$ cat config.mk
export PLATFORM = sky130hd
export DESIGN_NAME = muldiv_iter_flat
export DESIGN_NICKNAME = d
export VERILOG_FILES = /design/src/rtl/muldiv_iter_if.sv /design/src/rtl/muldiv_iter.sv /design/src/flat_wrapper.sv
export SDC_FILE = /design/constraint.sdc
export NUM_CORES = 1
export LEC_CHECK = 0
export BUFFER_PORTS_ARGS = -buffer_cell sky130_fd_sc_hd__buf_2
export CORE_MARGIN = 2
export CORE_UTILIZATION = 30
export CTS_CLUSTER_SIZE = 10
export DETAILED_ROUTE_END_ITERATION = 8
export GPL_ROUTABILITY_DRIVEN = 0
export PLACE_DENSITY_LB_ADDON = 0.12
export SYNTH_ARGS = -nofsm -noshare
export SYNTH_HDL_FRONTEND = slang
export SYNTH_SLANG_ARGS = --single-unit
$ cat constraint.sdc
create_clock -name clk -period 6.05 [get_ports clk]
set_input_delay 0.3025 -clock clk [delete_from_list [all_inputs] [get_ports clk]]
set_output_delay 0.3025 -clock clk [all_outputs]
set_load 0.05 [all_outputs]
$ cat src/rtl/muldiv_iter_if.sv
// ============================================================================
// Module   : muldiv_iter_if
// Brief    : Request/response handshake bundle for the iterative mul/div unit.
// Revision : 1.0 - initial release
// ============================================================================
`default_nettype none

interface muldiv_iter_if #(
  parameter int XLEN = 32
) ();
  logic            in_valid;
  logic            in_ready;
  logic [2:0]      funct3;
  logic [XLEN-1:0] rs1;
  logic [XLEN-1:0] rs2;
  logic            out_valid;
  logic            out_ready;
  logic [XLEN-1:0] result;

  modport master (
    output in_valid, funct3, rs1, rs2, out_ready,
    input  in_ready, out_valid, result
  );

  modport slave (
    input  in_valid, funct3, rs1, rs2, out_ready,
    output in_ready, out_valid, result
  );
endinterface

`default_nettype wire

$ cat src/rtl/muldiv_iter.sv
// ============================================================================
// Module   : muldiv_iter
// Brief    : Iterative RV32M/RV64M multiply/divide (shift-add / restoring).
// Revision : 1.0 - initial release
// ============================================================================
`default_nettype none

module muldiv_iter #(
  parameter int XLEN           = 32,
  parameter int BITS_PER_CYCLE = 1
) (
  input  wire logic      clk,
  input  wire logic      rst_n,
  input  wire logic      flush,
  output logic           busy,
  muldiv_iter_if.slave   bus
);

  localparam int              c_STEPS = XLEN / BITS_PER_CYCLE;
  localparam int              c_CNT_W = $clog2(c_STEPS) + 1;
  localparam logic [c_CNT_W-1:0] c_LAST = c_CNT_W'(c_STEPS - 1);
  localparam logic [XLEN-1:0] c_MIN   = {1'b1, {(XLEN-1){1'b0}}};

  typedef enum logic [1:0] {
    S_IDLE = 2'd0,
    S_CALC = 2'd1,
    S_FIX  = 2'd2,
    S_DONE = 2'd3
  } state_t;

  state_t              r_state;
  logic [2:0]          r_funct3;
  logic [XLEN-1:0]     r_b;
  logic                r_neg_a;
  logic                r_neg_b;
  logic [c_CNT_W-1:0]  r_step;
  logic [2*XLEN-1:0]   r_acc;
  logic [XLEN-1:0]     r_result;
  logic                r_out_valid;

  logic                w_signed_a;
  logic                w_signed_b;
  logic                w_neg_a_in;
  logic                w_neg_b_in;
  logic [XLEN-1:0]     w_abs_a;
  logic [XLEN-1:0]     w_abs_b;
  logic                w_div_zero;
  logic                w_div_ovf;
  logic [XLEN-1:0]     w_special_res;
  logic [2*XLEN-1:0]   w_acc_step;
  logic [2*XLEN:0]     w_sh;
  logic [XLEN:0]       w_sum;
  logic [2*XLEN-1:0]   w_prod;
  logic [XLEN-1:0]     w_quo;
  logic [XLEN-1:0]     w_rem;
  logic [XLEN-1:0]     w_fix_res;

  // Unsigned rs1 only for MULHU/DIVU/REMU; rs2 additionally unsigned for MULHSU.
  assign w_signed_a = !((bus.funct3 == 3'd3) || (bus.funct3[2] && bus.funct3[0]));
  assign w_signed_b = w_signed_a && (bus.funct3 != 3'd2);
  assign w_neg_a_in = w_signed_a && bus.rs1[XLEN-1];
  assign w_neg_b_in = w_signed_b && bus.rs2[XLEN-1];
  assign w_abs_a    = w_neg_a_in ? -bus.rs1 : bus.rs1;
  assign w_abs_b    = w_neg_b_in ? -bus.rs2 : bus.rs2;

  assign w_div_zero = bus.funct3[2] && (bus.rs2 == '0);
  assign w_div_ovf  = bus.funct3[2] && !bus.funct3[0] &&
                      (bus.rs1 == c_MIN) && (bus.rs2 == '1);

  always_comb begin
    w_special_res = '0;
    if (w_div_zero)
      w_special_res = bus.funct3[1] ? bus.rs1 : '1;
    else
      w_special_res = bus.funct3[1] ? '0 : c_MIN;
  end

  // Retire BITS_PER_CYCLE multiplier or quotient bits in one clock.
  always_comb begin
    w_acc_step = r_acc;
    w_sh       = '0;
    w_sum      = '0;
    for (int i = 0; i < BITS_PER_CYCLE; i++) begin
      if (r_funct3[2]) begin
        w_sh = {w_acc_step, 1'b0};
        if (w_sh[2*XLEN:XLEN] >= {1'b0, r_b}) begin
          w_sh[2*XLEN:XLEN] = w_sh[2*XLEN:XLEN] - {1'b0, r_b};
          w_sh[0]           = 1'b1;
        end
        w_acc_step = w_sh[2*XLEN-1:0];
      end else begin
        w_sum      = {1'b0, w_acc_step[2*XLEN-1:XLEN]} +
                     (w_acc_step[0] ? {1'b0, r_b} : {(XLEN+1){1'b0}});
        w_acc_step = {w_sum, w_acc_step[XLEN-1:1]};
      end
    end
  end

  assign w_prod = (r_neg_a ^ r_neg_b) ? -r_acc : r_acc;
  assign w_quo  = (r_neg_a ^ r_neg_b) ? -r_acc[XLEN-1:0] : r_acc[XLEN-1:0];
  assign w_rem  = r_neg_a ? -r_acc[2*XLEN-1:XLEN] : r_acc[2*XLEN-1:XLEN];

  always_comb begin
    w_fix_res = '0;
    case (r_funct3)
      3'd0:       w_fix_res = w_prod[XLEN-1:0];
      3'd1, 3'd2,
      3'd3:       w_fix_res = w_prod[2*XLEN-1:XLEN];
      3'd4, 3'd5: w_fix_res = w_quo;
      default:    w_fix_res = w_rem;
    endcase
  end

  always_ff @(posedge clk or negedge rst_n) begin
    if (!rst_n) begin
      r_state     <= S_IDLE;
      r_funct3    <= '0;
      r_b         <= '0;
      r_neg_a     <= 1'b0;
      r_neg_b     <= 1'b0;
      r_step      <= '0;
      r_acc       <= '0;
      r_result    <= '0;
      r_out_valid <= 1'b0;
    end else if (flush) begin
      r_state     <= S_IDLE;
      r_out_valid <= 1'b0;
      r_step      <= '0;
    end else begin
      case (r_state)
        S_IDLE: begin
          if (bus.in_valid) begin
            r_funct3 <= bus.funct3;
            r_b      <= w_abs_b;
            r_neg_a  <= w_neg_a_in;
            r_neg_b  <= w_neg_b_in;
            // Both algorithms start from {zero, |rs1|}.
            r_acc    <= {{XLEN{1'b0}}, w_abs_a};
            r_step   <= '0;
            if (w_div_zero || w_div_ovf) begin
              r_result    <= w_special_res;
              r_out_valid <= 1'b1;
              r_state     <= S_DONE;
            end else begin
              r_state <= S_CALC;
            end
          end
        end
        S_CALC: begin
          r_acc  <= w_acc_step;
          r_step <= r_step + 1'b1;
          if (r_step == c_LAST) begin
            r_step  <= '0;
            r_state <= S_FIX;
          end
        end
        S_FIX: begin
          r_result    <= w_fix_res;
          r_out_valid <= 1'b1;
          r_state     <= S_DONE;
        end
        S_DONE: begin
          if (bus.out_ready) begin
            r_out_valid <= 1'b0;
            r_state     <= S_IDLE;
          end
        end
        default: r_state <= S_IDLE;
      endcase
    end
  end

  assign bus.in_ready  = (r_state == S_IDLE);
  assign bus.out_valid = r_out_valid;
  assign bus.result    = r_result;
  assign busy          = (r_state != S_IDLE);

endmodule

`default_nettype wire
$ cat src/flat_wrapper.sv
// flat-port wrapper written by rule: the top's interface ports become plain ports
module muldiv_iter_flat 
#(
  parameter int XLEN           = 32,
  parameter int BITS_PER_CYCLE = 1
)
  (clk, rst_n, flush, busy, bus_in_valid, bus_funct3, bus_rs1, bus_rs2, bus_out_ready, bus_in_ready, bus_out_valid, bus_result);
  muldiv_iter_if #(.XLEN(XLEN)) bus_i ();
  input  wire logic clk;
  input  wire logic rst_n;
  input  wire logic flush;
  output logic busy;
  input wire logic [$bits(bus_i.in_valid)-1:0] bus_in_valid;
  input wire logic [$bits(bus_i.funct3)-1:0] bus_funct3;
  input wire logic [$bits(bus_i.rs1)-1:0] bus_rs1;
  input wire logic [$bits(bus_i.rs2)-1:0] bus_rs2;
  input wire logic [$bits(bus_i.out_ready)-1:0] bus_out_ready;
  output wire logic [$bits(bus_i.in_ready)-1:0] bus_in_ready;
  output wire logic [$bits(bus_i.out_valid)-1:0] bus_out_valid;
  output wire logic [$bits(bus_i.result)-1:0] bus_result;
  assign bus_i.in_valid = bus_in_valid;
  assign bus_i.funct3 = bus_funct3;
  assign bus_i.rs1 = bus_rs1;
  assign bus_i.rs2 = bus_rs2;
  assign bus_i.out_ready = bus_out_ready;
  assign bus_in_ready = bus_i.in_ready;
  assign bus_out_valid = bus_i.out_valid;
  assign bus_result = bus_i.result;
  muldiv_iter #(.XLEN(XLEN), .BITS_PER_CYCLE(BITS_PER_CYCLE)) u_core (.clk(clk), .rst_n(rst_n), .flush(flush), .busy(busy), .bus(bus_i));
endmodule
Word level (Yosys, flattened, before mapping) --
Cells that the tools add are included.
Word-level totals: flip-flop bits (word level) 142, input bits 72
Cells by class: bitwise gates (word level) 2, reductions and logical operators 28, $add $sub $neg 8, order comparisons 1, muxes and demuxes 33, eq/ne operators 19
Operators with widths (count):
- two-way mux 32 bit | 11
- two-way mux 64 bit | 3
- negation 32 bit | 4
- one-hot mux 64 bit (2 select lines) | 1
- one-hot mux 32 bit (3 select lines) | 1
- equality test 32 bit, second input constant | 2
- negation 64 bit | 1
- one-hot mux 32 bit (2 select lines) | 1
- adder 32 x 32 -> 33 bit | 1
- greater-or-equal comparator 33 x 32 -> 1 bit | 1
- zero test 32 bit | 1
- subtractor 32 bit | 1
- two-way mux 6 bit | 3
- one-hot mux 6 bit (2 select lines) | 1
- two-way mux 2 bit | 5
- equality test 3 x 2 -> 1 bit, second input constant | 3
- != test 3 x 2 -> 1 bit, second input constant | 3
- AND reduction 3 bit | 3
- logical AND 1 bit | 8
- one-hot mux 2 bit (4 select lines) | 1
- AND reduction 4 bit | 2
- adder 6 x 1 -> 6 bit, second input constant | 1
- equality test 3 bit, second input constant | 2
- equality test 6 x 5 -> 1 bit, second input constant | 1
- other kinds (20) | 30

Logic depth before layout (Yosys ltp) --
depth after elaboration 9, gate-level depth with buffers 14

Worst setup path before layout --
Ideal clock, no wire load.
path kind reg-to-reg, start point reg u_core.r_acc[0], end point reg u_core.r_acc[63], cell stages (with the launch flop) 15, library setup time 135 ps, arrival 3187 ps, slack 2728 ps, cells stage by stage dfrtp_1 inv_1 clkbuf_1 nor2_1 ha_1 a21o_1 a21o_1 a221o_1 a21oi_1 a31o_2 o31ai_2 a221oi_1 nor2_1 a2111oi_0 o41ai_1
Between the ends: cells in the longest elaborated chain, start to end 4
Ends and longest elaborated chain:
- start, declared | line muldiv_iter.sv:37 | logic [2*XLEN-1:0] r_acc;
- start signal, assigned | line muldiv_iter.sv:138 | r_acc <= {{XLEN{1'b0}}, w_abs_a};
- start signal, assigned | line muldiv_iter.sv:150 | r_acc <= w_acc_step;
- two-way mux 32 bit | line muldiv_iter.sv:93 | (w_acc_step[0] ? {1'b0, r_b} : {(XLEN+1){1'b0}});
- adder 32 x 32 -> 33 bit | line muldiv_iter.sv:92 | w_sum = {1'b0, w_acc_step[2*XLEN-1:XLEN]} +
- two-way mux 64 bit | line muldiv_iter.sv:84 | if (r_funct3[2]) begin
- one-hot mux 64 bit (2 select lines) | line muldiv_iter.sv:130 | case (r_state)
No other way between the ends. A chain may end at the register's enable or synchronous reset.

Worst setup path in the final report --
Ends and elaborated chain as after synthesis.

==> results.yml <==
detailed_routing:
  totalWireLength_mm: 54.2
  ant_nets: 0
  drc: 0
  vias_per_cell: 5.49
  drt_iter0_markers: 1221
  dr.pass1.iters: 6
  num_vias: 14200
  wire_per_inst_um: 21.0
hold_path:
  min_path_cells: 2
  min_from: "flush"
  hold-path-endpoint: "u_core.bus.out_valid"
  min_path_type: "in -> reg"
sta:
  hold_viol: 0
  relSlewSlack_pct: 23.2
  final_max_slew_viol_count: 0
  clock_skew_ns: 0.00882
  rsz0062_at_grt: "false"
  tns_ns: 0
  fin_crit_sh_pct: 70.5
  whs_ns: 0.117
  setup_viol_count_final: 0
  period_needed_ns: 4.26
  fmax_mhz: 235
  tightest_slew_ns: 1.14
synthesis:
  syn_area_mm2: 0.0145
  synth.avg_cell_area_um2: 7.47
  synth-seq-area-share_pct: 24.5
  synth_flop_cell: "dfrtp_1"
  ys_warn_count: 0
  syn-num-nets: 2092
  postSynthCellCount: 1944
  async_reset_ff_share_pct: 100
  synth.distinct_cells: 82
  synth_edf_count: 0
  ys_seq_elements: 142
global_routing:
  grt_pass1_vias: 14000
  grt_start_max_net_pins: 73
  gr-total-overflow: 0
  grt_first_pass_wirelength_mm: 84.4
  grt_use_total_pct: 21.9
  antenna_found_initial: 0
floorplanning:
  io_pins: 107
  row_count: 80
  initial_utilization_pct: 30.4
  die_area_mm2: 0.0502
  core_area_mm2: 0.0477
  die_w_um: 224
  die_y_um: 224
power:
  design_power_total_mw: 10.5
  ir_drop_v: 0.000297
  p_per_area_mw_per_mm2: 656
  p_leak_nw: 7.03
final_layout:
  layoutNonFillerInstCount: 2586
  design_area_mm2: 0.0160
  nets: 2106
  area_growth_pct: 10.4
  n_antenna_cell: 0
  drive_gt1_share_pct: 10.2
clock_tree:
  cts_tree: "yes"
  path_clk_slew_ns: 0.06
  cts_made_buffers: 17
  clockBufferDepth: 2
  h-tree-depth: 4
  numClockSinks: 142
  cts_root_buffer: "clkbuf_16"
  post_cts_resized: 0
  clock_latency_ns: 0.49
setup_path:
  start_kind: "register"
  worst-path-max-fanout: 31
  rrSetupSlack_ns: 1.79
  crit-reg2reg-capture: "u_core.r_acc[63]"
  crit_type: "reg -> reg"
  worst_ep_arrival_time_ns: 4.62
  crit-reg2reg-launch: "u_core.r_acc[0]"
  endpoint_kind: "register"
  r2r_cells: 13
  crit_required_ns: 6.41
placed_design:
  numPortBuffers: 106
  place_hpwl_mm: 41.4
  postPlaceCellArea_mm2: 0.0155
  dp_cells: 2553
status:
  status: "completed"
job:
  max-cap-violations: 0
## Yosys cell counts, types with 10 or more instances
cell type	number	share of area, %
nand2_1	271	7.0
o21ai_0	229	7.9
nor2_1	145	3.7
dfrtp_1	142	24
a21oi_1	136	4.7
clkbuf_1	115	3.0
xnor2_1	106	6.4
xor2_1	90	5.4
ha_1	74	6.4
inv_1	72	1.9
mux2i_1	55	3.8
nor3_1	40	1.4
nand3_1	36	1.2
nand2b_1	31	1.3
a21o_1	30	1.6
o22ai_1	21	0.90
o31ai_1	21	1.1
o21ai_1	20	0.69
a31oi_1	19	0.82
nand4_1	19	0.82
nor4_1	19	0.82
o221ai_1	18	1.1
a22oi_1	16	0.83
and3_1	14	0.60
nor2b_1	12	0.52
o211ai_1	12	0.62
or3_1	12	0.52
a211oi_1	10	0.52
## layer usage
layer  GRT usage [%]  part of all wire, %  vias up
met1            29.2                   47     6774
met5               0                    0        -
li1                -                    -     6950
met2            35.4                   46      405
met4            8.34                  3.2        0
met3            3.55                  4.2       81
## cell families (layout without fill, tap and decap cells)
kind of cell             count (synthesis)  count (layout)  share of synthesized area, %
AO/OA/AOI/OAI                          605             605                          25.3
XOR/XNOR                               196             196                          11.8
adder cells (fa/ha/maj)                 76              76                          6.65
buffers and inverters                  206             233                          5.56
flip-flops                             142             142                          24.5
multiplexers                            66              66                          4.64
AND/OR/NAND/NOR                        653             653                          21.5
## through the flow
stage               setup slack [ns]  util [%]
global route                    1.40      33.6
CTS                             1.82      33.6
finish                          1.79      33.6
global placement                1.90      32.4
floorplan                       2.73         -
detailed placement              1.83      32.4
## area by class of cell
cell class	count	area, µm²
fill	5086	31700
tap	615	769
sequential	142	3550
inverter	73	274
clock buffer	25	465
clock inverter	7	87.6
timing repair buffer	128	704
multi-input combinational	1596	10200
## cells in the final DEF (no fill, tap or decap), types with 14 or more instances in the layout
cell       synthesis  routed
inv_1             72      72
dfrtp_1          142     141
o22ai_1           21      21
a21o_1            30      30
a31oi_1           19      19
ha_1              74      72
nor3_1            40      40
clkbuf_16          0      17
o31ai_1           21      21
xnor2_1          106     105
a21oi_1          136     136
xor2_1            90      89
nand3_1           36      36
o21ai_0          229     229
o21ai_1           20      20
and3_1            14      14
buf_4              0      21
mux2i_1           55      55
o221ai_1          18      18
nand2_1          271     271
nand4_1           19      19
nor2_1           145     145
a22oi_1           16      16
nand2b_1          31      31
nor4_1            19      19
buf_2              9     105
## worst max-delay path by stage
stage	start	end	slack, ns	cells after the start
after floorplan	u_core.r_acc[0]	u_core.r_acc[63]	2.73	14
after global placement	u_core.r_acc[0]	u_core.r_acc[63]	1.90	13
after detailed placement	u_core.r_acc[0]	u_core.r_acc[63]	1.83	13
after CTS	u_core.r_acc[0]	u_core.r_acc[63]	1.82	13
after global routing	u_core.r_acc[0]	u_core.r_acc[63]	1.40	13
final	u_core.r_acc[0]	u_core.r_acc[63]	1.79	13
## registers in the layout, summed over array words and instances (netlist names)
register              flops
u_core.bus.result        32
u_core.bus.out_valid      1
u_core.r_acc             64
u_core.r_neg_a            1
u_core.r_step             6
u_core.r_state            2
u_core.r_b               32
u_core.r_neg_b            1
u_core.r_funct3           3
## where the power goes
part	total (mW)	switching, mW	internal, mW
clock	1.06	0.447	0.612
sequential	2.07	0.737	1.34
combinational	7.39	4.70	2.69
total	10.5	5.89	4.64
## what timing repair did
item                                   4_1_cts  5_1_grt
setup buffers                                0        0
hold buffers                                 1        0
endpoints found under the hold margin       53        0
## critical path, cell delays in order (launching register included)
cell	delay (ns)
dfrtp_1	0.46
inv_1	0.78
nor2_1	0.15
ha_1	0.39
o211ai_1	0.18
a21oi_1	0.08
o311a_1	0.39
a21oi_1	0.31
a31o_2	0.27
o31ai_2	0.12
a221oi_1	0.40
nor2_1	0.08
a2111oi_0	0.38
o41ai_1	0.14
No activity file was read; power rests on OpenSTA's default activity.
